**src/rtl/tick_scheduler.sv**
```systemverilog
// tick_scheduler: programmable divider producing Tick pulses and a View square wave,
// with start/stop/pause control and a ready/valid divisor update channel.
module tick_scheduler #(
  parameter int WIDTH = 28,
  parameter logic [WIDTH-1:0] DEFAULT_DIV = 28'd100000000,
  parameter logic [WIDTH-1:0] MIN_DIV = WIDTH'(2)
) (
  input  logic             Pulse,
  input  logic             ResetN,
  input  logic             Start,
  input  logic             Stop,
  input  logic             Pause,
  input  logic             CfgValid,
  input  logic [WIDTH-1:0] CfgDiv,
  output logic             CfgReady,
  output logic             CfgErr,
  output logic             Tick,
  output logic             View,
  output logic             Running,
  output logic [7:0]       TickCount
);
  typedef enum logic [1:0] {IDLE, RUN, PAUSE} state_t;
  state_t state, state_nxt;
  logic [WIDTH-1:0] counter, div_active, pend_div;
  logic pend_valid, advance, wrap, xfer, bad, good;
  always_ff @(posedge Pulse or negedge ResetN)
    if (!ResetN) state <= IDLE;
    else state <= state_nxt;
  always_comb begin
    state_nxt = state;
    unique case (state)
      IDLE:    state_nxt = (Start && !Stop && !Pause) ? RUN : IDLE;
      RUN:     state_nxt = Stop ? IDLE : Pause ? PAUSE : RUN;
      default: state_nxt = Stop ? IDLE : Pause ? PAUSE : Start ? RUN : PAUSE;
    endcase
  end
  assign advance  = state == RUN && !Stop && !Pause;
  assign wrap     = advance && counter == div_active - 1'b1;
  assign xfer     = CfgValid && CfgReady;
  assign bad      = xfer && CfgDiv < MIN_DIV;
  assign good     = xfer && !bad;
  assign CfgReady = !pend_valid;
  assign Running  = state == RUN;
  always_ff @(posedge Pulse or negedge ResetN)
    if (!ResetN) begin
      counter    <= '0;
      div_active <= DEFAULT_DIV;
      pend_div   <= '0;
      pend_valid <= 1'b0;
      Tick       <= 1'b0;
      View       <= 1'b0;
      CfgErr     <= 1'b0;
      TickCount  <= '0;
    end else begin
      CfgErr    <= bad;
      Tick      <= wrap;
      TickCount <= TickCount + {7'd0, wrap};
      if (Stop) begin
        counter <= '0;
        View    <= 1'b0;
      end else if (advance) begin
        counter <= wrap ? '0 : counter + 1'b1;
        View    <= counter < (div_active >> 1);
      end else if (state == PAUSE && good) counter <= '0;
      // A divisor accepted mid-run waits for the wrap unless the run is ending now
      if (good) begin
        if (state == RUN && !Stop) begin
          pend_valid <= 1'b1;
          pend_div   <= CfgDiv;
        end else div_active <= CfgDiv;
      end else if (pend_valid && (Stop || wrap)) begin
        div_active <= pend_div;
        pend_valid <= 1'b0;
      end
    end
endmodule

```
**config.mk**
```make
export PLATFORM = sky130hd
export DESIGN_NAME = tick_scheduler
export DESIGN_NICKNAME = d
export VERILOG_FILES = /design/src/rtl/tick_scheduler.sv
export SDC_FILE = /design/constraint.sdc
export NUM_CORES = 1
export LEC_CHECK = 0
export BUFFER_PORTS_ARGS = -buffer_cell sky130_fd_sc_hd__clkbuf_2
export CAP_MARGIN = 20
export CORE_UTILIZATION = 25
export CTS_BUF_LIST = sky130_fd_sc_hd__clkbuf_4
export DETAILED_ROUTE_END_ITERATION = 10
export SETUP_SLACK_MARGIN = 0.3
export SLEW_MARGIN = 20
export SYNTH_ARGS = -nofsm -noshare
export SYNTH_HDL_FRONTEND = slang
export SYNTH_SLANG_ARGS = --single-unit
```
**constraint.sdc**
```tcl
create_clock -name Pulse -period 4 [get_ports Pulse]
set_input_delay 0.4 -clock Pulse [delete_from_list [all_inputs] [get_ports Pulse]]
set_output_delay 0.4 -clock Pulse [all_outputs]
set_load 0.01 [all_outputs]
```
======== Yosys cells after proc, flatten, opt, wreduce, memory -nomap -nowiden ========
Index checks and enable logic that the tools add are counted.
word-level totals
  register bits ........................... 98
  input port bits ......................... 34
  output and inout port bits .............. 13
  word-level logic and storage cells ...... 60
operators by class
  $add $sub $neg .......................... 3
  order comparisons ....................... 2
  equality and inequality tests ........... 5
  mux-type cells .......................... 19
  reduce and logical (&&, ||, !) cells .... 22
operators by type and width
  operator                                                      number
  2-to-1 mux 28 bit                                             7
  adder 28 x 1 -> 28 bit (second input constant)                1
  equality test 28 bit                                          1
  less-than comparator 28 x 2 -> 1 bit (second input constant)  1
  less-than comparator 28 x 27 -> 1 bit                         1
  subtractor 28 x 1 -> 28 bit (second input constant)           1
  logical AND 1 bit                                             10
  2-to-1 mux 2 bit                                              5
  adder 8 x 1 -> 8 bit                                          1
  2-to-1 mux 1 bit                                              6
  AND reduction 2 bit                                           3
  zero test 1 bit                                               4
  one-hot mux 2 bit (2 select lines)                            1
  nonzero test 2 bit                                            2
  nonzero test 3 bit                                            1
  equality test 2 x 1 -> 1 bit (second input constant)          1
  equality test 2 bit (second input constant)                   1
  zero test 2 bit                                               1
  inequality test 2 x 1 -> 1 bit (second input constant)        1
  inequality test 2 bit (second input constant)                 1
  logical OR 1 bit                                              1

======== Logic depth before layout (Yosys ltp) ========
  word-level depth ........................ 9
  gate-level depth with buffers ........... 15
  gate-level depth less buffers ........... 14

======== Least setup slack after synthesis ========
No wires, ideal clock.
  path kind ............................... reg-to-reg
  from .................................... register div_active[0]
  to ...................................... register TickCount[6]
  library setup time ...................... 0.125 ns
  arrival ................................. 3.161 ns
  data required time ...................... 3.875 ns
  slack ................................... 0.714 ns
  stages on the path, launching flop included .. 16
  path buffers ............................ 1
  period minus slack after synthesis ...... 3.286 ns
  path through ............................ dfrtp_1 -> inv_1 -> ha_1 -> or3b_2 -> nor2_1 -> nand4_1 -> xnor2_1 -> nor4_1 -> nand4b_4 -> inv_2 -> buf_6 -> ha_1 -> ha_1 -> and3_1 -> nand3_1 -> xnor2_1
between the ends
  word-level cells in the longest chain between the ends .. 4
RTL lines
  what                         RTL line  text
  from (decl)                  24        logic [WIDTH-1:0] counter, div_active, pend_div;
  from (signal assigned)       70        end else div_active <= CfgDiv;
  from (signal assigned)       72        div_active <= pend_div;
  subtractor 28 x 1 -> 28 bit  38        assign wrap = advance && counter == div_active - 1'b1;
  equality test 28 bit         38
  logical AND 1 bit            38
  via wrap                     25        logic pend_valid, advance, wrap, xfer, bad, good;
  adder 8 x 1 -> 8 bit         57        TickCount <= TickCount + {7'd0, wrap};
  to (signal assigned)         57
  to (decl)                    20        output logic [7:0] TickCount
The timed path passes the listed nets, and every way through them passes these cells.
A chain may end at the register's enable or synchronous reset.

======== Final worst setup path ========
  from .................................... register div_active[0]
  to ...................................... register div_active[25]
between the ends
  word-level cells in the longest chain between the ends .. 7
RTL lines
  what                                  RTL line  text
  subtractor 28 x 1 -> 28 bit           38
  equality test 28 bit                  38
  logical AND 1 bit                     38
  logical OR 1 bit                      71        end else if (pend_valid && (Stop || wrap)) begin
  logical AND 1 bit                     71
  nonzero test 2 bit (no source line)   n/a
  AND reduction 2 bit (no source line)  n/a
Every way passes these cells.

==> flow_summary_export.csv <==
group,metric,value,unit
floorplanning,rows,58,
final_layout,layout_commonest_cell,"dfrtp_1",
setup_path,critPathKind,"reg2reg",
floorplanning,io_pins,47,
final_layout,final_area,0.00728,mm^2
placement,place_congestion,0.940,
power_and_ir_drop,irDropWorstVdd,194,uV
synthesis,ys_ff_latch,98,
final_layout,antenna_cells,0,
synthesis,synth_edf_count,0,
synthesis,synth_area_per_cell,9.98,um^2
final_layout,final_util,0.288,
synthesis,synth_top_area_share,0.333,
placement,hpwl,12.8,mm
global_route,grt_max_degree,53,
synthesis,syn-num-nets,711,
clock_network,cts_root_buf,"clkbuf_4",
detailed_routing,first_pass_iters,6,
timing,min_period,3.49,ns
floorplanning,die_h,163,um
clock_network,insertion_delay,0.50,ns
setup_path,crit_fanout,28,
synthesis,synth_cells,647,
timing,fmax,286,MHz
final_layout,fillerInstances,2701,
detailed_routing,drtIter0Drc,413,
synthesis,synthFlopType,"dfrtp_1",
clock_network,cts_tree,"built",
global_route,antenna_found_initial,0,
timing,fin_setup_tns,0,ns
detailed_routing,antenna_left,0,
detailed_routing,drc_errors,0,
timing,worstMarginPinSlew,0.721,ns
power_and_ir_drop,power_density,389,mW/mm^2
final_layout,syn2layout_area_growth,12.7,%
placement,portBuffers,46,
power_and_ir_drop,power.total,0.00283,W
timing,skew,0.0308,ns
run,maxCapViolCount,0,
placement,placed_area,0.00703,mm^2
power_and_ir_drop,p_leak,3.31,nW
detailed_routing,vias_per_cell,5.00,
run_status,outcome,"finished, final reports clean",
clock_network,path_clk_slew,0.14,ns
final_layout,drive_gt1_frac,0.211,
detailed_routing,vias,5106,
detailed_routing,wl_per_cell,16.6,um
clock_network,cts_made_buffers,9,
global_route,grt_pass1_vias,4782,
timing,rsz0062_at_grt,"no",
timing,max_slew_margin,0.515,
setup_path,crit_path_cell_trace,"inv_1, ha_2, or3b_2, nor2_2, a31o_2, nand4bb_1, nor4_4, nand4b_4, buf_12, o21ai_4, buf_4, mux2i_1",
synthesis,synthesis.area,0.00646,mm^2
clock_network,cts_max_level,3,
timing,finalSetupViolations,0,
detailed_routing,wl,17.0,mm
global_route,grt_overflow,0,
synthesis,async_flop_share,1.00,
clock_network,clockBufferDepth,2,
synthesis,yosysWarnings,0,
synthesis,ys_seq_area_frac,0.382,
floorplanning,dieArea,0.0265,mm^2
global_route,grt_pass1_wl,27.0,mm
floorplanning,core_area,0.0253,mm^2
floorplanning,start_util,0.256,
synthesis,ys_types,67,
timing,post-route-period-util,0.873,
setup_path,setup.worst_path.end_class,"flop",
global_route,grt_usage,0.133,
floorplanning,die_w,163,um
setup_path,cp-start-kind,"flop",
setup_path,critical_path_required,4.40,ns
setup_path,cp_slowest_stage_delay,0.55,ns
final_layout,layout_common_cells,"dfrtp_1, mux2i_1, clkbuf_2",
final_layout,nNetsFinal,750,
setup_path,cp_slowest_cell,"or3b_2",
clock_network,clkSinkCount,98,
synthesis,synthTopCellsByArea,"dfrtp_1, mux2i_1, ha_1",
setup_path,critical_path_arrival,3.89,ns
timing,finalMaxSlewViolations,0,
synthesis,synth_top_area_cell,"dfrtp_1",
timing,hold_viol,0,
hold_path,hold_path.class,"in2reg",
## critical path: cells and delay by family (launching register included)
family,cells,cell delay (ns)
muxes,1,0.25
adders and majority gates,1,0.25
DFF,1,0.45
buffers and inverters,3,0.74
and+or+nand+nor,5,1.42
AOI/OAI and AO/OA,2,0.29
## state kept, by name, summed over array words and instances (netlist names)
register,flops
state,2
View,1
TickCount,8
pend_valid,1
pend_div,28
counter,28
div_active,28
CfgErr,1
Tick,1
## power breakdown
| group | internal (W) | total [W] | switching, W |
|---|---|---|---|
| Clock | 0.000277 | 0.000631 | 0.000354 |
| Sequential | 0.00117 | 0.00135 | 0.000177 |
| Combinational | 0.000376 | 0.000854 | 0.000478 |
## cell usage after synthesis, types with 17 or more instances
cell,count
ha_1,30
nand2_1,35
nor2_1,21
clkbuf_1,21
xnor2_1,26
dfrtp_1,86
mux2i_1,62
nor3_1,17
inv_1,44
mux2_2,28
nand3_1,29
xor2_1,22
## cell families (layout without fill, tap and decap cells)
group,Yosys count,in the layout,synth area share
xor gates and xnor gates,48,48,0.0651
AOI/OAI and AO/OA,109,109,0.119
DFF,98,98,0.382
buffers and inverters,77,121,0.0513
muxes,90,90,0.145
and+or+nand+nor,195,195,0.180
adders and majority gates,30,30,0.0581
## cell type report
class / count / area (um^2) / area share
Clock buffer: 12 / 90.1 / 0.0124
Clock inverter: 4 / 76.3 / 0.0105
Inverter: 45 / 169 / 0.0232
Multi-Input combinational cell: 472 / 3710 / 0.510
Sequential cell: 98 / 2470 / 0.339
Tap cell: 330 / 413 / 0.0567
Timing Repair Buffer: 60 / 353 / 0.0485
## per-stage QoR
stage	std cells	setup WS, ns	hold WS [ns]
2_1_floorplan	647	0.714	0.104
3_3_place_gp	1001	0.285	0.465
3_5_place_dp	1001	0.120	0.486
4_1_cts	1018	0.326	0.0977
5_1_grt	1021	0.343	0.124
6_report	1021	0.509	0.140
## final timing paths
check | start | end | slack, ns | cells after the start
setup / recovery | div_active[0]$_DFFE_PN0P_ | div_active[25]$_DFFE_PN0P_ | 0.51 | 12
setup reg to reg | div_active[0]$_DFFE_PN0P_ | div_active[25]$_DFFE_PN0P_ | 0.51 | 12
hold / removal | Pause | state[0]$_DFF_PN0_ | 0.14 | 2
hold reg to reg | TickCount[7]$_DFF_PN0_ | TickCount[7]$_DFF_PN0_ | 0.50 | 1
max in group asynchronous | ResetN | div_active[15]$_DFFE_PN1P_ | 2.64 | 3
min in group asynchronous | ResetN | pend_div[25]$_DFFE_PN0P_ | 0.50 | 2
## per-layer routing
metal	vias up	global-route usage	part of all wire	routed length [um]
met5	-	0	0	0
met2	137	0.203	0.45	7610
met4	0	0.0510	0.022	366
li1	2448	-	-	-
met3	25	0.0178	0.043	736
met1	2496	0.188	0.49	8260
## repair_timing
action                                  CTS  global route
pin swaps                                 0             1
setup buffers                             0             3
endpoints found under the setup margin   32            36
gates resized for setup                   4             6
hold endpoints to repair                 43             0
hold buffers                              1             0
Power figures use the tool's default switching activity.
